**config.mk**
```make
export PLATFORM = sky130hd
export DESIGN_NAME = uart_rx_fifo
export DESIGN_NICKNAME = d
export VERILOG_FILES = /design/src/rtl/uart_rx_fifo.sv
export SDC_FILE = /design/constraint.sdc
export NUM_CORES = 1
export LEC_CHECK = 0
export BUFFER_PORTS_ARGS = -buffer_cell sky130_fd_sc_hd__buf_2
export CAP_MARGIN = 20
export CORE_MARGIN = 2
export CORE_UTILIZATION = 55
export DETAILED_ROUTE_END_ITERATION = 10
export GPL_ROUTABILITY_DRIVEN = 0
export PLACE_DENSITY = 0.73
export SLEW_MARGIN = 10
export SYNTH_ARGS = -nofsm -noshare
export SYNTH_HDL_FRONTEND = slang
export SYNTH_SLANG_ARGS = --single-unit
```
**constraint.sdc**
```tcl
create_clock -name CLK_100MHz -period 3.25 [get_ports CLK_100MHz]
set_input_delay 0.4875 -clock CLK_100MHz [delete_from_list [all_inputs] [get_ports CLK_100MHz]]
set_output_delay 0.4875 -clock CLK_100MHz [all_outputs]
set_load 0.1 [all_outputs]
```
**src/rtl/uart_rx_fifo.sv**
```systemverilog
// rtl/uart_rx_fifo.sv - UART 8N1/8E1 receiver with a small receive FIFO and status word
//
// Ports:
//   CLK_100MHz  system clock, all state on the rising edge
//   reset_n     asynchronous active-low reset
//   UART_RX     serial line, idle high, LSB first, asynchronous to the clock
//   clear       pop strobe; one entry popped per cycle while high
//   out[15:0]   {empty, 5'b0, parity_err, framing_err, byte} of the FIFO head (16'h8000 when empty)
//   rx_ready    FIFO non-empty
//   overrun     sticky; set when a received byte is dropped on a full FIFO, cleared by clear
//
// Optional feature macro: UART_RX_PARITY_EN adds an even-parity bit (11-bit frame).

module uart_rx_fifo #(
    parameter int CLK_HZ = 100000000,
    parameter int BAUD   = 115200,
    parameter int DEPTH  = 4
) (
    input  logic        CLK_100MHz,
    input  logic        reset_n,
    input  logic        UART_RX,
    input  logic        clear,
    output logic [15:0] out,
    output logic        rx_ready,
    output logic        overrun
);

    localparam int BIT_CYC = CLK_HZ / BAUD;
    localparam int CNT_W   = $clog2(BIT_CYC);
    localparam int AW      = $clog2(DEPTH);
    localparam logic [CNT_W-1:0] CNT_HALF = CNT_W'(BIT_CYC / 2);
    localparam logic [CNT_W-1:0] CNT_LAST = CNT_W'(BIT_CYC - 1);
    localparam logic [AW:0]      CNT_FULL = (AW + 1)'(DEPTH);

    localparam logic [2:0] S_IDLE   = 3'd0;
    localparam logic [2:0] S_START  = 3'd1;
    localparam logic [2:0] S_DATA   = 3'd2;
`ifdef UART_RX_PARITY_EN
    localparam logic [2:0] S_PARITY = 3'd3;
`endif
    localparam logic [2:0] S_STOP   = 3'd4;
    localparam logic [2:0] S_WAIT   = 3'd5;

    logic [1:0]       sync_q, sync_d;
    logic             rxs;
    logic [2:0]       state_q, state_d;
    logic [CNT_W-1:0] cnt_q, cnt_d;
    logic [2:0]       bit_idx_q, bit_idx_d;
    logic [7:0]       shift_q, shift_d;
`ifdef UART_RX_PARITY_EN
    logic             par_q, par_d;
`endif
    logic             push;
    logic [9:0]       push_data;

    logic [9:0]  mem_q [DEPTH];
    logic [9:0]  mem_d [DEPTH];
    logic [AW-1:0] wr_q, wr_d, rd_q, rd_d;
    logic [AW:0]   count_q, count_d;
    logic          overrun_q, overrun_d;
    logic          empty, full, do_pop, do_push, drop;

    // Two-flop synchronizer; resets to idle-high so reset never looks like a start bit.
    assign sync_d = {sync_q[0], UART_RX};
    assign rxs    = sync_q[1];

    always_comb begin
        state_d   = state_q;
        cnt_d     = cnt_q + CNT_W'(1);
        bit_idx_d = bit_idx_q;
        shift_d   = shift_q;
`ifdef UART_RX_PARITY_EN
        par_d     = par_q;
`endif
        push      = 1'b0;
        push_data = '0;
        case (state_q)
            S_IDLE: begin
                cnt_d = '0;
                if (!rxs) state_d = S_START;
            end
            S_START: begin
                // Mid-start re-check rejects glitches shorter than half a bit.
                if (cnt_q == CNT_HALF) begin
                    cnt_d     = '0;
                    bit_idx_d = '0;
                    state_d   = rxs ? S_IDLE : S_DATA;
                end
            end
            S_DATA: begin
                if (cnt_q == CNT_LAST) begin
                    cnt_d     = '0;
                    shift_d   = {rxs, shift_q[7:1]};
                    bit_idx_d = bit_idx_q + 3'd1;
`ifdef UART_RX_PARITY_EN
                    if (bit_idx_q == 3'd7) state_d = S_PARITY;
`else
                    if (bit_idx_q == 3'd7) state_d = S_STOP;
`endif
                end
            end
`ifdef UART_RX_PARITY_EN
            S_PARITY: begin
                if (cnt_q == CNT_LAST) begin
                    cnt_d   = '0;
                    par_d   = rxs;
                    state_d = S_STOP;
                end
            end
`endif
            S_STOP: begin
                if (cnt_q == CNT_LAST) begin
                    cnt_d = '0;
                    push  = 1'b1;
`ifdef UART_RX_PARITY_EN
                    push_data = {(^shift_q) ^ par_q, ~rxs, shift_q};
`else
                    push_data = {1'b0, ~rxs, shift_q};
`endif
                    // Going straight to IDLE lets a back-to-back start bit be caught.
                    state_d = rxs ? S_IDLE : S_WAIT;
                end
            end
            S_WAIT: begin
                cnt_d = '0;
                if (rxs) state_d = S_IDLE;
            end
            default: begin
                cnt_d   = '0;
                state_d = S_IDLE;
            end
        endcase
    end

    assign empty   = (count_q == '0);
    assign full    = (count_q == CNT_FULL);
    assign do_pop  = clear && !empty;
    assign do_push = push && (!full || do_pop);
    assign drop    = push && full && !do_pop;

    always_comb begin
        mem_d   = mem_q;
        wr_d    = wr_q;
        rd_d    = rd_q;
        count_d = count_q;
        if (do_push) begin
            mem_d[wr_q] = push_data;
            wr_d        = wr_q + AW'(1);
        end
        if (do_pop) rd_d = rd_q + AW'(1);
        if (do_push && !do_pop) count_d = count_q + (AW + 1)'(1);
        else if (do_pop && !do_push) count_d = count_q - (AW + 1)'(1);
        // A drop in the same cycle as a clear keeps the flag set.
        if (drop) overrun_d = 1'b1;
        else if (clear) overrun_d = 1'b0;
        else overrun_d = overrun_q;
    end

    always_ff @(posedge CLK_100MHz or negedge reset_n) begin
        if (!reset_n) begin
            sync_q    <= 2'b11;
            state_q   <= S_IDLE;
            cnt_q     <= '0;
            bit_idx_q <= '0;
            shift_q   <= '0;
`ifdef UART_RX_PARITY_EN
            par_q     <= 1'b0;
`endif
            for (int i = 0; i < DEPTH; i++) mem_q[i] <= '0;
            wr_q      <= '0;
            rd_q      <= '0;
            count_q   <= '0;
            overrun_q <= 1'b0;
        end else begin
            sync_q    <= sync_d;
            state_q   <= state_d;
            cnt_q     <= cnt_d;
            bit_idx_q <= bit_idx_d;
            shift_q   <= shift_d;
`ifdef UART_RX_PARITY_EN
            par_q     <= par_d;
`endif
            mem_q     <= mem_d;
            wr_q      <= wr_d;
            rd_q      <= rd_d;
            count_q   <= count_d;
            overrun_q <= overrun_d;
        end
    end

    always_comb begin
        out = 16'h8000;
        if (!empty) out = {6'b0, mem_q[rd_q]};
    end

    assign rx_ready = !empty;
    assign overrun  = overrun_q;

endmodule
```
# ---- After elaboration in Yosys (flattened, before gate mapping)
# Cells that the tools add are included.
dict set report totals {
  in_bits 4
  elab_cells 90
  ff_bits 74
}
dict set report classes {
  eq_ne 14
  reduce_logical 21
  n_addsub 6
  n_bitwise 3
  magnitude_cmp 3
  mux 30
}
# operator n
set op_table {}
lappend op_table {{$mux 10} 5}
lappend op_table {{$bwmux 40} 1}
lappend op_table {{$mux 3} 11}
lappend op_table {{$bmux 10 s2} 1}
lappend op_table {{$demux 10 s2} 1}
lappend op_table {{$pmux 10 s2} 1}
lappend op_table {{$mux 9} 2}
lappend op_table {{$mux 16} 1}
lappend op_table {{$pmux 3 s5} 1}
lappend op_table {{$eq 3x3->1 const B} 4}
lappend op_table {{$ne 2x2->1 const B} 6}
lappend op_table {{$add 10x1->10 const B} 1}
lappend op_table {{$eq 10x10->1 const B} 1}
lappend op_table {{$eq 10x9->1 const B} 1}
lappend op_table {{$logic_and 1x1->1} 7}
lappend op_table {{$add 3x1->3 const B} 2}
lappend op_table {{$ge 3x3->1 const B} 2}
lappend op_table {{$logic_not 3->1} 2}
lappend op_table {{$not 2->3} 2}
lappend op_table {{$pmux 3 s2} 1}
lappend op_table {{$reduce_and 6->1} 1}
lappend op_table {{$reduce_bool 2->1} 3}
lappend op_table {{$add 2x1->2 const B} 2}
lappend op_table {{$logic_not 1->1} 4}
lappend op_table {{11 further kinds} 14}

# ---- Depth between registers and ports, before layout
# Gate-level depths: netlist of the first run.
dict set report depth {
  word_depth 9
  depth_mapped 11
  depth_no_buf 11
}

# ---- Worst setup path after synthesis of the first run
# No wires, ideal clock.
dict set report synth_path {
  kind {reg-to-output}
  startpoint {register count_q[0]}
  endpoint {output out[1]}
  required_time_ps 2762
  path_slack_ps 344
  t_arrival_ps 2419
  path_buffers 1
  path_stages_with_launch 4
  path_cell_list {dfrtp_1 > or3_1 > clkbuf_1 > and2_1}
}
dict set report synth_via {
  elab_chain_cells 2
}
# element line_no
set synth_rtl {}
lappend synth_rtl {{start, declared} 59} ;# logic [AW:0] count_q, count_d;
lappend synth_rtl {{start signal, assigned} 186} ;# count_q <= count_d;
lappend synth_rtl {{$logic_not 3->1} 135} ;# assign empty = (count_q == '0);
lappend synth_rtl {{$mux 16} 193} ;# if (!empty) out = {6'b0, mem_q[rd_q]};
lappend synth_rtl {{end, declared} 23} ;# output logic [15:0] out,
# No other way between the ends.

# ---- Final worst setup path of the first run
dict set report layout_path {
  startpoint {register rd_q[0]}
  endpoint {output out[8]}
}
dict set report layout_via {
  elab_chain_cells 5
}
# element line_no
set layout_rtl {}
lappend layout_rtl {{start, declared} 58} ;# logic [AW-1:0] wr_q, wr_d, rd_q, rd_d;
lappend layout_rtl {{start signal, assigned} 185} ;# rd_q <= rd_d;
lappend layout_rtl {{$not 2->3 (implied by the code)} 193}
lappend layout_rtl {{$bmux 10 s2} 193}
lappend layout_rtl {{$mux 10 (implied by the code) (2 in series)} 193}
lappend layout_rtl {{$mux 16} 193}
# No other way between the ends. The select of a mux whose other input is x is not followed.

==> results.sh, run 1 <==
export IMPL_period_needed_ps=2670
export IMPL_fin_hold_ws_ps=230
export IMPL_yosysUniqueCellTypes=44
export IMPL_yosys_area_top_type="dfrtp_1"
export IMPL_critical_path_cell_chain="mux4_2 -> and2_1 -> buf_2"
export IMPL_vdd_ir_drop_worst_mv=0.279
export IMPL_min_path_cells=1
export IMPL_synth_compound_area_share_pct=2.66
export IMPL_cts_max_level=3
export IMPL_r2r_start="cnt_q[0]"
export IMPL_cts_max_path_buffers=2
export IMPL_hp_class="primary input to register"
export IMPL_path_class="register to output pin"
export IMPL_synthCells=255
export IMPL_slowest_stage="dfrtp_1"
export IMPL_cp_end_kind="output pin"
export IMPL_final_util_pct=62.8
export IMPL_comb_power_share_pct=3.0
export IMPL_p_sw_uw=391
export IMPL_hold_buffers=0
export IMPL_grtUsageTotal_pct=20.1
export IMPL_grt_ovfl_total=0
export IMPL_synthAdderAreaFrac_pct=3.92
export IMPL_rsz0062_at_grt="no"
export IMPL_max_stage_delay_ps=790
export IMPL_setup_violations=0
export IMPL_start_kind="register"
export IMPL_areaGrowthSynthToFinish_pct=9.87
export IMPL_hp_start="UART_RX"
export IMPL_synth_top_area_share_pct=50.3
export IMPL_synthFlopType="dfrtp_1"
export IMPL_powerDensity_nw_per_um2=436
export IMPL_p_seq_share_pct=54.0
export IMPL_cp_arrival_ps=2190
export IMPL_antenna_found_initial=0
export IMPL_cts_tree="done"
export IMPL_hold_viol_final=0
export IMPL_maxCapViolations=0
export IMPL_ios=22
export IMPL_layout_commonest_cell="dfrtp_1"
export IMPL_avgViaCountPerCell=5.57
export IMPL_dpl_hpwl_um=3880
export IMPL_detail_route_iter0_violations=107
export IMPL_core_sq_um=5920
export IMPL_clock_sinks=70
export IMPL_die_area_sq_um=6800
export IMPL_power_internal_uw=1230
export IMPL_wl_um=5870
export IMPL_status="complete, no violations"
export IMPL_layout_common_cells="68 x dfrtp_1, 43 x mux2_2, 17 x nor2_1"
export IMPL_start_util_pct=57.2
export IMPL_nNetsFinal=290
export IMPL_die_w_um=82.4
export IMPL_die_h_um=82.4
export IMPL_wl_per_cell_um=16.5
export IMPL_yosys_warnings=0
export IMPL_synth_xor_area_share_pct=3.62
export IMPL_cp_max_fo=11
export IMPL_final_setup_skew_ps=10.8
export IMPL_synth_top_family_by_area="multiplexers"
export IMPL_rows=28
export IMPL_rr_worst_depth=12
export IMPL_numCtsBuffers=9
export IMPL_dr_pass1_iters=4
export IMPL_synth_edf_count=0
export IMPL_drv_slew=0
export IMPL_synth_seq_cells=70
export IMPL_path_clk_slew_ps=70
export IMPL_crit_start="rd_q[0]"
export IMPL_setup_tns_ps=0
export IMPL_synth_area_sq_um=3380
export IMPL_cp_required_ps=2760
export IMPL_root_buffer="clkbuf_8"
export IMPL_yosysSeqAreaShare_pct=51.8
export IMPL_grt_pass1_wl_um=9710
export IMPL_fmax_mhz=374
export IMPL_fin_cells=356
export IMPL_slew_headroom_pct=40.3
export IMPL_async_flop_share_pct=100
export IMPL_critPathBufInv=1
export IMPL_syn_area_per_cell_sq_um=13.3
export IMPL_crit_family="flip-flops"
export IMPL_num_vias=1984
export IMPL_antenna_cells=0
export IMPL_cp_depth=3
export IMPL_synthSimpleGateAreaFrac_pct=12.8
export IMPL_grt_start_max_net_pins=71
export IMPL_ctsResizeCount=0
export IMPL_drc=0
export IMPL_switching_share_pct=24.1
export IMPL_grt_pass1_vias=2022
export IMPL_insertion_delay_ps=350
export IMPL_dp_cells=340
export IMPL_post_route_period_util_pct=82.3
export IMPL_p_clk_share_pct=43.0
export IMPL_ant_nets=0
export IMPL_cellLeakagePower_uw=0.00181
export IMPL_yosys_top_cells_area="dfrtp_1 50%, mux2_2 14%, mux4_2 6.0%, ha_1 3.3%, xnor2_1 2.3%"
export IMPL_drive_gt1_share_pct=34.5
export IMPL_synth_mux_area_share_pct=21.5
export IMPL_io_buffers=15
export IMPL_post_cts_buffers=0
export IMPL_tightestPinTransition_ps=895
==> layout make-up <==
cell class / count / area [sq um]
Clock buffer: 9 / 124
Timing Repair Buffer: 19 / 105
Sequential cell: 70 / 1750
Clock inverter: 7 / 72.6
Fill cell: 450 / 2200
Multi-Input combinational cell: 165 / 1530
Tap cell: 75 / 93.8
Inverter: 11 / 41.3
==> worst register-to-register path, stage by stage (launching register included) <==
cell,delay [ps]
dfrtp_1,400
ha_1,240
nand4bb_1,190
nor4_4,270
buf_4,210
nand2_1,130
inv_1,80
ha_1,170
inv_1,60
fa_1,370
xor2_1,150
nor2_1,120
xor2_1,140
==> final timing paths <==
kind                       slack (ps)         end
max reg2reg                       650  count_q[2]
min                               230   sync_q[0]
max in group asynchronous        2360    cnt_q[9]
min in group asynchronous         330   mem_q[20]
min reg2reg                       350   sync_q[1]
max                               580      out[8]
==> power by group through the flow <==
stage	logic [uW]	clock network [uW]	registers (uW)
after floorplan	37.3	0	890
after global placement	50.9	0	891
after detailed placement	50.7	0	892
after CTS	50.6	714	874
after global routing	54.9	751	874
final	49.4	697	874
==> kinds of logic (layout without fill, tap and decap cells) <==
| logic type | Yosys count | after routing |
|---|---|---|
| other | 1 | 6 |
| muxes | 56 | 56 |
| buffers and inverters | 25 | 46 |
| xor gates and xnor gates | 14 | 14 |
| DFF | 70 | 70 |
| AOI/OAI and AO/OA | 12 | 12 |
| adders and majority gates | 10 | 10 |
| and+or+nand+nor | 67 | 67 |
==> sequential cells by signal, indices dropped and copies added, names as in the netlist <==
signal and count:
mem_q 36, cnt_q 10, shift_q 8, bit_idx_q 3, count_q 3, state_q 3
rd_q 2, sync_q 2, wr_q 2, overrun 1
==> through the flow <==
| step | area (sq um) | total power [uW] | setup slack [ps] |
|---|---|---|---|
| 2_1_floorplan | 3400 | 927 | 344 |
| 3_3_place_gp | 3520 | 942 | 729 |
| 3_5_place_dp | 3520 | 942 | 629 |
| 4_1_cts | 3720 | 1640 | 526 |
| 5_1_grt | 3720 | 1680 | 381 |
| 6_report | 3720 | 1620 | 575 |
==> synth_stat cells, types with 2 or more instances <==
cell	n
a22o_1	2
nand2_1	7
nand4_1	3
nor3_1	3
ha_1	9
o21ai_0	2
buf_4	7
xor2_1	5
inv_1	11
xnor2_1	9
nor2_1	17
nand4b_1	2
mux2i_1	4
nor3b_1	2
mux2_2	43
nand3_1	8
dfstp_2	2
and2_1	10
a21oi_1	2
nand3_4	4
dfrtp_1	68
mux4_2	9
clkbuf_1	5
==> metal layers <==
| metal | routed length, um | GRT usage (%) |
|---|---|---|
| met5 | 0 | 0 |
| met4 | 141 | 10.7 |
| met3 | 198 | 4.89 |
| met2 | 2810 | 31.6 |
| met1 | 2720 | 25.7 |
(Power assumes the default switching activity.)
==> run 2: changes to the inputs <==
ABC_AREA = 1   (was not set)
clock period = 2.8 ns   (was 3.25 ns; I/O delays follow)
==> run 2 against run 1 <==
Sequential cell count unchanged. Synthesized area increased by 7.0%. Clock power increased by 31%. Register-to-register slack got worse by 130 ps. First-iteration DRC count increased to 2.8 times the previous value. Critical path type unchanged. Largest cell class unchanged. Non-clock buffer count increased by 2. Utilization decreased by 0.58 points. Worst hold slack got worse by 130 ps.
==> results.sh, run 2 <==
export IMPL_grtUsageTotal_pct=23.8
export IMPL_io_buffers=15
export IMPL_grt_ovfl_total=0
export IMPL_cts_max_level=3
export IMPL_critical_path_cell_chain="inv_1 -> o21ai_0 -> a21oi_1 -> buf_2"
export IMPL_synth_most_common_cell="nand2_1"
export IMPL_antenna_found_initial=0
export IMPL_setup_tns_ps=0
export IMPL_synth_top_family_by_area="simple AND/OR/NAND/NOR gates"
export IMPL_post_cts_buffers=0
export IMPL_antenna_cells=0
export IMPL_cp_max_fo=19
export IMPL_grt_pass1_wl_um=13700
export IMPL_drive_gt1_share_pct=11.1
export IMPL_synthFlopType="dfrtp_1"
export IMPL_yosys_top_cells_area="dfrtp_1 47%, nand2_1 12%, nand4_1 7.1%, nor2_1 6.7%, ha_1 3.1%"
export IMPL_grt_pass1_vias=2897
export IMPL_hold_buffers=0
export IMPL_wl_per_cell_um=14.6
export IMPL_fmax_mhz=415
export IMPL_areaGrowthSynthToFinish_pct=9.12
export IMPL_final_setup_skew_ps=12.8
export IMPL_synthSimpleGateAreaFrac_pct=31.9
export IMPL_detail_route_iter0_violations=295
export IMPL_yosys_warnings=0
export IMPL_placed_area_sq_um=3730
export IMPL_synth_edf_count=0
export IMPL_syn_area_per_cell_sq_um=8.14
export IMPL_rows=29
export IMPL_largest_register_ff_count=36
export IMPL_synth_mux_area_share_pct=0
export IMPL_cp_required_ps=2380
export IMPL_num_vias=3073
export IMPL_drc=0
export IMPL_slowest_stage="buf_2"
export IMPL_synthTopCellsByCount="113 x nand2_1, 68 x dfrtp_1, 65 x nor2_1"
export IMPL_insertion_delay_ps=360
export IMPL_regToRegSetupSlack_ps=520
export IMPL_ant_nets=0
export IMPL_yosys_area_top_type="dfrtp_1"
export IMPL_path_clk_slew_ps=80
export IMPL_path_class="register to output pin"
export IMPL_core_sq_um=6350
export IMPL_synthCells=445
export IMPL_numCtsBuffers=9
export IMPL_rr_worst_depth=13
export IMPL_slew_headroom_pct=54.1
export IMPL_ios=22
export IMPL_stdcell_area_sq_um=3950
export IMPL_die_w_um=85.1
export IMPL_hp_class="primary input to asynchronous set/reset pin"
export IMPL_async_flop_share_pct=100
export IMPL_dr_pass1_iters=6
export IMPL_powerDensity_nw_per_um2=864
export IMPL_start_kind="register"
export IMPL_synth_seq_cells=70
export IMPL_synth_area_sq_um=3620
export IMPL_cp_arrival_ps=1990
export IMPL_clock_sinks=70
export IMPL_top_register="mem_q"
export IMPL_cp_depth=4
export IMPL_fin_cells=538
export IMPL_die_area_sq_um=7250
export IMPL_fin_hold_ws_ps=103
export IMPL_root_buffer="clkbuf_8"
export IMPL_max_stage_delay_ps=440
export IMPL_yosysSeqAreaShare_pct=48.4
export IMPL_dpl_hpwl_um=5210
export IMPL_cp_end_kind="output pin"
export IMPL_drv_slew=0
export IMPL_critPathBufInv=2
export IMPL_ctsResizeCount=0
export IMPL_endpoint="out[4]"
export IMPL_hold_viol_final=0
export IMPL_yosysUniqueCellTypes=31
export IMPL_crit_start="rd_q[0]"
export IMPL_avgViaCountPerCell=5.71
export IMPL_cellLeakagePower_uw=0.00206
export IMPL_status="complete, no violations"
export IMPL_rsz0062_at_grt="no"
export IMPL_final_util_pct=62.2
export IMPL_grt_start_max_net_pins=44
export IMPL_period_needed_ps=2410
export IMPL_layout_commonest_cell="nand2_1"
export IMPL_rr_endpoint="count_q[2]"
export IMPL_reg_largest_list="mem_q (36), cnt_q (10), shift_q (8)"
export IMPL_setup_violations=0
export IMPL_synth_compound_area_share_pct=6.22
export IMPL_synthAdderAreaFrac_pct=3.66
export IMPL_cts_max_path_buffers=2
export IMPL_nNetsFinal=470
export IMPL_layout_common_cells="113 x nand2_1, 68 x dfrtp_1, 65 x nor2_1"
export IMPL_post_route_period_util_pct=86.0
export IMPL_vdd_ir_drop_worst_mv=0.792
export IMPL_synth_top_area_share_pct=47.0
export IMPL_wl_um=7870
export IMPL_cts_tree="done"
export IMPL_start_util_pct=57.0
export IMPL_r2r_start="cnt_q[0]"
export IMPL_die_h_um=85.1
export IMPL_maxCapViolations=0
export IMPL_tightestPinTransition_ps=688
export IMPL_dp_cells=522
export IMPL_crit_family="buffers and inverters"
export IMPL_synth_xor_area_share_pct=2.42
==> run 2: cell count changes after synthesis, moves of 10 or more <==
cell | previous run | this run
nand2_1 | 7 | 113
a21oi_1 | 2 | 17
inv_1 | 11 | 28
nor2_1 | 17 | 65
o21ai_0 | 2 | 20
nand3_1 | 8 | 18
mux2_2 | 43 | 0
nand4_1 | 3 | 41
and2_1 | 10 | 0
==> run 2: worst min-delay path by stage <==
stage               startpoint      endpoint  slack (ps)  depth (start not counted)
finish                 reset_n      mem_q[6]         100                          1
floorplan              reset_n  bit_idx_q[0]         120                          0
global placement     sync_q[0]     sync_q[1]         350                          0
CTS                    reset_n     mem_q[23]         120                          1
detailed placement   sync_q[0]     sync_q[1]         350                          0
global route           UART_RX     sync_q[0]         150                          1
==> run 2: area by class of cell <==
cell class / count / area, sq um
Inverter: 31 / 116
Clock inverter: 6 / 85.1
Timing Repair Buffer: 21 / 133
Fill cell: 566 / 2400
Multi-Input combinational cell: 323 / 1630
Tap cell: 77 / 96.3
Clock buffer: 10 / 138
Sequential cell: 70 / 1750
==> run 2: report_power, final <==
group	internal, uW	switching, uW	total (uW)
clock network	522	390	912
logic	255	1150	1410
registers	1050	39.9	1090
total	1830	1580	3410
==> run 2: logic make-up after synthesis <==
kind of cell	Yosys count
other	1
xor gates and xnor gates	10
adders and majority gates	10
DFF	70
and+or+nand+nor	253
AOI/OAI and AO/OA	44
buffers and inverters	57
==> run 2: metal layers <==
layer  global-route usage (%)  routed length, um  up-vias
li1                         -                  -     1471
met1                     32.2               3460     1455
met2                     38.6               3740      129
met3                     3.50                478       18
met4                     9.52                191        0
met5                        0                  0        -
==> run 2: per-stage QoR <==
stage,setup WS [ps],total power (uW)
finish,391,3410
global route,223,3560
CTS,365,3430
detailed placement,519,2520
global placement,560,2510
floorplan,22.4,2290
==> run 3: changes to the inputs <==
ABC_AREA = not set   (was 1)
==> run 3 against run 2 <==
Worst hold slack got worse by 22 ps. Clock power is 9.1% higher. Via count is 35% lower. Routed wire length decreased by 24%. Worst setup slack worse by 120 ps. Critical endpoint is now count_q[2].
==> results.sh, run 3 (synthesis results as in run 1) <==
export IMPL_post_route_period_util_pct=90.2
export IMPL_core_sq_um=5920
export IMPL_detail_route_iter0_violations=105
export IMPL_cp_end_kind="register"
export IMPL_cellLeakagePower_uw=0.00187
export IMPL_worst_slack_ps=274
export IMPL_placed_area_sq_um=3570
export IMPL_hold_buffers=0
export IMPL_fillCellCount=425
export IMPL_reg_largest_list="mem_q (36), cnt_q (10), shift_q (8)"
export IMPL_tightestPinTransition_ps=540
export IMPL_largest_register_ff_count=36
export IMPL_grt_pass1_vias=2025
export IMPL_clock_sinks=70
export IMPL_start_util_pct=57.2
export IMPL_grt_ovfl_total=0
export IMPL_cp_arrival_ps=2800
export IMPL_dr_pass1_iters=4
export IMPL_final_setup_skew_ps=6.50
export IMPL_stdcell_area_sq_um=3820
export IMPL_fmax_mhz=396
export IMPL_drv_slew=0
export IMPL_grt_start_max_net_pins=71
export IMPL_die_area_sq_um=6800
export IMPL_antenna_found_initial=0
export IMPL_drive_gt1_share_pct=35.7
export IMPL_grt_pass1_wl_um=9950
export IMPL_grtUsageTotal_pct=20.5
export IMPL_top_register="mem_q"
export IMPL_cp_required_ps=3080
export IMPL_drc=0
export IMPL_ant_nets=0
export IMPL_post_cts_buffers=0
export IMPL_areaGrowthSynthToFinish_pct=12.8
export IMPL_powerDensity_nw_per_um2=542
export IMPL_hp_class="primary input to asynchronous set/reset pin"
export IMPL_root_buffer="clkbuf_8"
export IMPL_hold_viol_final=0
export IMPL_die_h_um=82.4
export IMPL_slew_headroom_pct=63.5
export IMPL_num_vias=2011
export IMPL_path_clk_slew_ps=70
export IMPL_final_util_pct=64.5
export IMPL_maxCapViolations=0
export IMPL_antenna_cells=0
export IMPL_ios=22
export IMPL_layout_common_cells="68 x dfrtp_1, 43 x mux2_2, 17 x nor2_1"
export IMPL_cp_max_fo=5
export IMPL_period_needed_ps=2530
export IMPL_rows=28
export IMPL_io_buffers=15
export IMPL_path_class="register to register"
export IMPL_dpl_hpwl_um=3960
export IMPL_cts_tree="done"
export IMPL_pre_cts_ws_ps=288
export IMPL_wl_um=6010
export IMPL_setup_tns_ps=0
export IMPL_layout_commonest_cell="dfrtp_1"
export IMPL_cts_max_level=3
export IMPL_ctsResizeCount=0
export IMPL_wl_per_cell_um=16.7
export IMPL_start_kind="register"
export IMPL_status="complete, no violations"
export IMPL_avgViaCountPerCell=5.57
export IMPL_insertion_delay_ps=350
export IMPL_setup_violations=0
export IMPL_vdd_ir_drop_worst_mv=0.337
export IMPL_nNetsFinal=295
export IMPL_cts_max_path_buffers=2
export IMPL_numCtsBuffers=9
export IMPL_rsz0062_at_grt="no"
export IMPL_die_w_um=82.4
## run 3: cell count changes in the layout (fill, tap and decap cells not counted), sizes merged, moves of 4 or more
cell | previous run | this run
xnor2 | 3 | 9
nand4 | 46 | 3
a21oi | 17 | 2
mux2 | 0 | 43
mux2i | 0 | 4
nor2 | 68 | 18
and2 | 0 | 10
inv | 29 | 12
nand2 | 114 | 7
mux4 | 0 | 9
nand3 | 19 | 12
o21ai | 25 | 2
## run 3: routing by layer
layer	vias to the layer above	GRT usage (%)	share of wire, %
met2	38	33.0	51
met5	-	0	0
met4	0	8.50	1.6
li1	941	-	-
met1	1023	25.9	44
met3	9	5.87	3.3
## run 3: path summary, 6_finish.rpt
path,startpoint,end,slack [ps],cells after the start
worst min register to register,sync_q[0],sync_q[1],360,0
worst min-delay path,reset_n,mem_q[30],80,2
min in group CLK_100MHz,UART_RX,sync_q[0],160,1
max in group asynchronous,reset_n,sync_q[1],2380,2
worst max-delay path,cnt_q[0],count_q[2],270,11
worst max register to register,cnt_q[0],count_q[2],270,11
## run 3: worst max-delay path: stages, from the launching register on
cell       delay (ps)
dfrtp_1           420
ha_1              250
nand4bb_1         210
nor4_4            310
nand2_1           140
inv_1              80
ha_1              180
inv_1              70
fa_1              370
xor2_1            160
nor2_1            120
xor2_1            150
## run 3: area by class of cell
type	count	area [sq um]	share of cell area, %
multi-input cells	165	1530	40.0
repair buffers	24	155	4.06
inverters	11	41.3	1.08
well taps	75	93.8	2.46
flip-flops and latches	70	1750	46.0
clock inverters	7	121	3.18
clock buffers	9	124	3.24
## run 3: where the power goes
group / internal, uW / total, uW / leakage, uW / switching [uW]
Sequential: 1010 / 1010 / 0.000936 / 1.97
Clock: 596 / 995 / 0.000124 / 399
Combinational: 4.80 / 60.0 / 0.000807 / 55.2
Total: 1610 / 2070 / 0.00187 / 456
## run 3: stage by stage
step	hold WS, ps	instances	power [uW]
2_1_floorplan	124	260	1080
3_3_place_gp	346	345	1100
3_5_place_dp	347	345	1100
4_1_cts	94.6	361	2090
5_1_grt	90.9	361	2150
6_report	81.8	361	2070
